$ cat src/rtl/sargantana_icache_pkg.sv
// Shared icache types and constants; holds the L2 request arbiter FSM encoding
// and the request-size helpers.
package sargantana_icache_pkg;

  typedef enum logic [1:0] {
    IDLE = 2'd0,
    SEND = 2'd1,
    WAIT = 2'd2
  } l2_arb_state_t;

  localparam logic [2:0] L2_SIZE_NC = 3'd3;

  // Requester slots on the two-way arbiter
  localparam int ARB_NC = 0;
  localparam int ARB_IC = 1;

  // log2 of the line size in bytes, as carried on the L2 size field
  function automatic logic [2:0] l2_line_size(input int line_w);
    return 3'($clog2(line_w / 8));
  endfunction

endpackage

$ cat src/rtl/icache_rr_arb2.sv
// Two-requester round-robin arbiter. prio_q = 0 favours req[0], 1 favours req[1];
// on an enabled grant the priority moves to the losing slot.
module icache_rr_arb2 (
  input  logic       clk_i,
  input  logic       rstn_i,
  input  logic [1:0] req,
  input  logic       upd_en,
  output logic [1:0] gnt,
  output logic       prio
);

  logic prio_q;

  always_comb begin
    gnt = 2'b00;
    if (!prio_q) begin
      if (req[0])      gnt = 2'b01;
      else if (req[1]) gnt = 2'b10;
    end else begin
      if (req[1])      gnt = 2'b10;
      else if (req[0]) gnt = 2'b01;
    end
  end

  always_ff @(posedge clk_i) begin
    if (!rstn_i)
      prio_q <= 1'b0;
    else if (upd_en && |req)
      prio_q <= gnt[0];
  end

  assign prio = prio_q;

endmodule

$ cat src/rtl/icache_l2_req_arbiter.sv
// Merges icache line fills and NC bypass fetches onto one L2 channel, one
// transaction at a time. kill_i only suppresses line-fill responses.
module icache_l2_req_arbiter
  import sargantana_icache_pkg::*;
#(
  parameter int PADDR_W = 40,
  parameter int LINE_W  = 256
) (
  input  logic               clk_i,
  input  logic               rstn_i,
  input  logic               nc_req_valid_i,
  input  logic [PADDR_W-1:0] nc_req_paddr_i,
  output logic               nc_grant_valid_o,
  output logic [63:0]        nc_resp_data_o,
  input  logic               ic_req_valid_i,
  input  logic [PADDR_W-1:0] ic_req_paddr_i,
  output logic               ic_req_ready_o,
  output logic               ic_resp_valid_o,
  output logic [LINE_W-1:0]  ic_resp_data_o,
  input  logic               kill_i,
  output logic               l2_req_valid_o,
  input  logic               l2_req_ready_i,
  output logic [PADDR_W-1:0] l2_req_paddr_o,
  output logic               l2_req_nc_o,
  output logic [2:0]         l2_req_size_o,
  input  logic               l2_resp_valid_i,
  input  logic [LINE_W-1:0]  l2_resp_data_i,
  output logic               busy_o
);

  localparam logic [2:0] LINE_SIZE = l2_line_size(LINE_W);
  localparam int NWORDS = LINE_W / 64;
  localparam int WIDX_W = (NWORDS > 1) ? $clog2(NWORDS) : 1;

  l2_arb_state_t state_q, state_d;

  logic               nc_pend_q;
  logic [PADDR_W-1:0] nc_paddr_q;
  logic [PADDR_W-1:0] req_paddr_q;
  logic               req_nc_q;
  logic [2:0]         req_size_q;
  logic               kill_q;
  logic               nc_grant_q;
  logic [63:0]        nc_data_q;
  logic               ic_resp_valid_q;
  logic [LINE_W-1:0]  ic_data_q;

  logic [1:0] arb_req, arb_gnt;
  logic       arb_prio;
  logic       in_idle, resp_fire, ic_fire;
  logic [63:0] nc_word;

  assign in_idle          = (state_q == IDLE);
  assign arb_req[ARB_NC]  = nc_pend_q;
  assign arb_req[ARB_IC]  = ic_req_valid_i;

  icache_rr_arb2 u_arb (
    .clk_i  (clk_i),
    .rstn_i (rstn_i),
    .req    (arb_req),
    .upd_en (in_idle),
    .gnt    (arb_gnt),
    .prio   (arb_prio)
  );

  always_comb begin
    state_d        = state_q;
    ic_req_ready_o = 1'b0;
    l2_req_valid_o = 1'b0;
    resp_fire      = 1'b0;
    case (state_q)
      IDLE: begin
        ic_req_ready_o = arb_gnt[ARB_IC];
        if (|arb_gnt) state_d = SEND;
      end
      SEND: begin
        l2_req_valid_o = 1'b1;
        if (l2_req_ready_i) state_d = WAIT;
      end
      WAIT: begin
        if (l2_resp_valid_i) begin
          resp_fire = 1'b1;
          state_d   = IDLE;
        end
      end
      default: state_d = IDLE;
    endcase
  end

  // Pick the addressed 64-bit word out of the returned line for NC fetches
  if (NWORDS == 1) begin : g_word_one
    assign nc_word = l2_resp_data_i[63:0];
  end else begin : g_word_sel
    logic [WIDX_W-1:0] widx;
    assign widx    = req_paddr_q[WIDX_W+2:3];
    assign nc_word = l2_resp_data_i[64*widx +: 64];
  end

  // A kill (same-cycle or remembered) drops the line fill, never an NC grant
  assign ic_fire = resp_fire && !req_nc_q && !kill_q && !kill_i;

  always_ff @(posedge clk_i) begin
    if (!rstn_i) begin
      state_q         <= IDLE;
      nc_pend_q       <= 1'b0;
      nc_paddr_q      <= '0;
      req_paddr_q     <= '0;
      req_nc_q        <= 1'b0;
      req_size_q      <= 3'd0;
      kill_q          <= 1'b0;
      nc_grant_q      <= 1'b0;
      nc_data_q       <= '0;
      ic_resp_valid_q <= 1'b0;
      ic_data_q       <= '0;
    end else begin
      state_q <= state_d;

      if (nc_req_valid_i) begin
        nc_pend_q  <= 1'b1;
        nc_paddr_q <= nc_req_paddr_i;
      end else if (in_idle && arb_gnt[ARB_NC]) begin
        nc_pend_q <= 1'b0;
      end

      if (in_idle && |arb_gnt) begin
        req_paddr_q <= arb_gnt[ARB_NC] ? nc_paddr_q : ic_req_paddr_i;
        req_nc_q    <= arb_gnt[ARB_NC];
        req_size_q  <= arb_gnt[ARB_NC] ? L2_SIZE_NC : LINE_SIZE;
      end

      if (state_d == IDLE)
        kill_q <= 1'b0;
      else if (kill_i && !in_idle && !req_nc_q)
        kill_q <= 1'b1;

      nc_grant_q <= resp_fire && req_nc_q;
      if (resp_fire && req_nc_q) nc_data_q <= nc_word;

      ic_resp_valid_q <= ic_fire;
      if (ic_fire) ic_data_q <= l2_resp_data_i;
    end
  end

  assign nc_grant_valid_o = nc_grant_q;
  assign nc_resp_data_o   = nc_data_q;
  assign ic_resp_valid_o  = ic_resp_valid_q;
  assign ic_resp_data_o   = ic_data_q;
  assign l2_req_paddr_o   = req_paddr_q;
  assign l2_req_nc_o      = req_nc_q;
  assign l2_req_size_o    = req_size_q;
  assign busy_o           = !in_idle || nc_pend_q;

  // The NC buffer must not issue a second request while one is still pending
  nc_double_req: assert property (@(posedge clk_i) disable iff (!rstn_i)
    !(nc_req_valid_i && nc_pend_q));

endmodule

$ cat config.mk
export PLATFORM = sky130hd
export DESIGN_NAME = icache_l2_req_arbiter
export DESIGN_NICKNAME = d
export VERILOG_FILES = /design/src/rtl/sargantana_icache_pkg.sv /design/src/rtl/icache_rr_arb2.sv /design/src/rtl/icache_l2_req_arbiter.sv
export SDC_FILE = /design/constraint.sdc
export NUM_CORES = 1
export LEC_CHECK = 0
export CELL_PAD_IN_SITES_DETAIL_PLACEMENT = 1
export CELL_PAD_IN_SITES_GLOBAL_PLACEMENT = 1
export CORE_AREA = 2 2 278 280
export DETAILED_ROUTE_END_ITERATION = 6
export DIE_AREA = 0 0 280 282
export GPL_TIMING_DRIVEN = 0
export PLACE_DENSITY_LB_ADDON = 0.05
export SLEW_MARGIN = 20
export SYNTH_ARGS = -nofsm -noshare
export SYNTH_HDL_FRONTEND = slang
export SYNTH_SLANG_ARGS = --single-unit
$ cat constraint.sdc
create_clock -name clk_i -period 3.49 [get_ports clk_i]
set_clock_uncertainty 0.1 [all_clocks]
set_input_delay 0.698 -clock clk_i [delete_from_list [all_inputs] [get_ports clk_i]]
set_output_delay 0.698 -clock clk_i [all_outputs]
set_load 0.01 [all_outputs]
==> results of run 1 <==
## power by group through the flow
stage / sequential (W) / clock [W] / combinational [W]
2_1_floorplan: 0.00496 / 0 / 0.000758
3_3_place_gp: 0.00494 / 0 / 0.00181
3_5_place_dp: 0.00494 / 0 / 0.00182
4_1_cts: 0.00484 / 0.00556 / 0.00183
5_1_grt: 0.00485 / 0.00575 / 0.00194
6_report: 0.00484 / 0.00545 / 0.00181
## sequential cells by signal, indices dropped and copies added, names as in the netlist, 2 cells and up
name / cells
ic_resp_data_o: 256
l2_req_size_o: 3
nc_resp_data_o: 64
state_q: 2
nc_paddr_q: 40
l2_req_paddr_o: 40
## worst register-to-register path, stage by stage (launching register included)
cell      delay (ns)
dfxtp_1         0.45
nor3_2          0.43
buf_2           0.49
clkbuf_1        0.46
nand3_1         0.36
a21oi_1         0.21
## per-stage QoR
stage | TNS, ns | hold WS, ns | setup slack (ns) | power, W
floorplan | 0 | 0.354 | 1.32 | 0.00571
global placement | -0.195 | 0.357 | -0.195 | 0.00675
detailed placement | -0.205 | 0.362 | -0.205 | 0.00676
CTS | 0 | 0.376 | 0.0535 | 0.0122
global route | 0 | 0.387 | 0.0687 | 0.0125
finish | 0 | 0.376 | 0.157 | 0.0121
## synth_stat cells (3+ instances only)
| cell | number |
|---|---|
| buf_4 | 24 |
| nand3_1 | 334 |
| buf_1 | 4 |
| nand2_1 | 3 |
| o21ai_0 | 244 |
| mux4_2 | 64 |
| buf_2 | 43 |
| clkbuf_1 | 103 |
| dfxtp_1 | 410 |
| a21oi_1 | 259 |
| o21ai_1 | 54 |
| a31oi_1 | 39 |
| nor3b_1 | 3 |
| nor2_1 | 45 |
| buf_6 | 36 |
| a22o_1 | 64 |
| mux2i_1 | 40 |
| o21a_1 | 3 |
## cell families after synthesis
| group | count (synthesis) | synth area share [%] |
|---|---|---|
| compound gates | 669 | 21.7 |
| flops | 410 | 48.5 |
| simple gates | 397 | 11.6 |
| mux | 105 | 11.0 |
| buf+inv | 214 | 7.21 |
## layout make-up
class / count / share of cell area (%)
buffer: 211 / 4.51
timing repair buffer: 710 / 26.4
tap: 978 / 4.54
clock buffer: 82 / 5.77
inverter: 2 / 0.0279
multi-input combinational: 1171 / 27.8
clock inverter: 10 / 0.423
antenna: 4 / 0.0372
sequential: 410 / 30.5
## final timing paths
kind,cells after the start,to,slack (ns),startpoint
max,6,ic_req_ready_o,0.16,ic_req_valid_i
min,2,ic_resp_data_o[229],0.38,ic_resp_data_o[229]
max reg2reg,5,ic_resp_data_o[115],0.90,l2_req_size_o[1]
min reg2reg,2,ic_resp_data_o[229],0.38,ic_resp_data_o[229]
## layer usage
metal  up-vias  wire length [µm]
met1      8883             40100
met5         -               134
met4        20              2000
met3       120              6470
li1       8167                 -
met2       516             51200
## timing repair
action / CTS / global route
gates cloned: 0 / 0
resized for setup: 2 / 1
setup endpoints to repair: 1 / 1
hold buffers: 0 / 0
buffers inserted: 0 / 1
==> metrics.md, run 1 <==
| Metric | Value |
|---|---|
| Placed cells | 3482 |
| Synth area leader | dfxtp_1 |
| Gate Count Post-Synth | between 1500 and 2000 |
| Total track usage | ~24% |
| Worst Path Max Fanout | 10 |
| Final ANT Viol Nets | 0 |
| GPL Wtd Cong | 0.862 |
| Hold Vio Cnt, Final | 0 |
| Clock buffer depth | 3 |
| Pin slew with the least headroom to its limit | 0.930 ns |
| Clock sinks | 410 |
| Ys flop type | dfxtp_1 |
| Flop pwr share | 40.0% |
| Clock Root Buffer | clkbuf_16 |
| Pwr per Cell Area | 449 mW/mm² |
| DR vias/cell | about 5 |
| Worst vdd ir | 0.348 mV |
| Met2 usage in global routing | 44.2% |
| H-Tree Depth | 2 |
| Residual DRC count | 0 |
| Commonest non-fill, non-tap cell in the layout | clkdlybuf4s50_1 |
| Insertion delay to the later sink of the worst-skew pair | 0.63 ns |
| Worst EP required | approximately 2.7 ns |
| Synth Register Bits | 410 |
| Leakage | 9.02 nW |
| DRT Wirelength | 99900 µm |
| Worst-path cell chain | clkdlybuf4s50_1 -> nor3b_4 -> buf_4 -> nand2_1 -> inv_1 -> clkdlybuf4s50_1 |
| Fin area | 0.0269 mm² |
| Buffers plus inverters on the worst setup path | 4 |
| Pins Over Slew Limit | 0 |
| Top-area cell type share of the netlist area | 48.5% |
| First-pass GRT wire length | approximately 140000 µm |
| Initial antenna violation count | 14 |
| Clock power share | between 40% and 50% |
| Syn_area_per_cell | 9.43 µm² |
| Status | completed |
| Layout cells sized above 1 | approximately a tenth |
| GRT overflow | 0 |
| Hold Path Class | flop to flop |
| Worst slew margin | a little under two fifths |
| Clock Pin Slew Worst Setup and Hold Paths | 0.05 ns |
| Post-synthesis async set-or-reset flop share | 0% |
| GR peak layer | met2 |
| CTS Buf Count | 52 |
| Yosys Warn Count | 0 |
| Fillers | approximately 8500 |
| Vias in the first global route | 18800 |
| Worst setup path category | primary input to output port |
| I/O pin count | a little over 700 |
| Crit. End Element | output port |
| Psw | 0.00332 W |
| Post-Syn Nets | ~2100 |
| Wire per inst | 27.9 µm |
| M3 GR Usage | 6.55% |
| Post-route insts no fill | 3578 |
| Critical path's most frequent cell | clkdlybuf4s50_1 |
| Core area | approximately 0.076 mm² |
| DP Wirelength | 79000 µm |
| Max incr delay on CP | 0.58 ns |
| Final core utilization | 35.6% |
| RSZ-0062 raised after global routing | no |
| Area growth from synthesis to layout | 59.2% |
| Crit path DAT | 2.53 ns |
| Vert. Die Dim | 282 µm |
| CP delay by family, top | buffers and inverters |
| First DRT Iteration DRCs | 896 |
| EDFF count, synth | 0 |
| Sequential share of the synthesized area | roughly half |
| Placed Area | ~0.025 mm² |
| Sequential cell area | 0.00821 mm² |
| Worst path slowest cell | clkdlybuf4s50_1 |
| M1 GR Usage | 28.5% |
| Netlist cell types | 38 |
| Sw Share | 27.4% |
| Largest net degree at the start of global routing | 14 |
| Via count | 17700 |
| Crit path time final | 3.33 ns |
| Startpoint types | primary input |
| Top post-synthesis cells by area | dfxtp_1 (49%), nand3_1 (9.9%), mux4_2 (8.5%) |
| Multi-input logic area | 0.00750 mm² |
| Commonest cells after routing, fill and taps aside | clkdlybuf4s50_1 (709), dfxtp_1 (410), nand3_1 (334), a21oi_1 (259), o21ai_0 (244) |
| Die width | between 200 and 300 µm |
| Port Buffers | 709 |
| P_int | 0.00879 W |
| Final Net Count | 2901 |
| Drt pass-1 iters | 4 |
| Initial core utilization | 22.4% |
| Max frequency | between 300 and 400 MHz |
| Max-cap viol count | 0 |
| CTS tree | yes |
| # rows | 101 |
| Final Setup Violations | 0 |
| Cell Area, Synth | 0.0169 mm² |
| Tcrit/Tclk final | 95.5% |
| Die Footprint | 0.0790 mm² |
| Logic gate share of total power | 15.0% |
No activity file was read; power rests on OpenSTA's default activity.
==> inputs of run 2 (changes only) <==
- GPL_ROUTABILITY_DRIVEN: not set -> 0
==> results of run 2 <==
The final DEF is identical to that of run 1; final timing and power are the same.
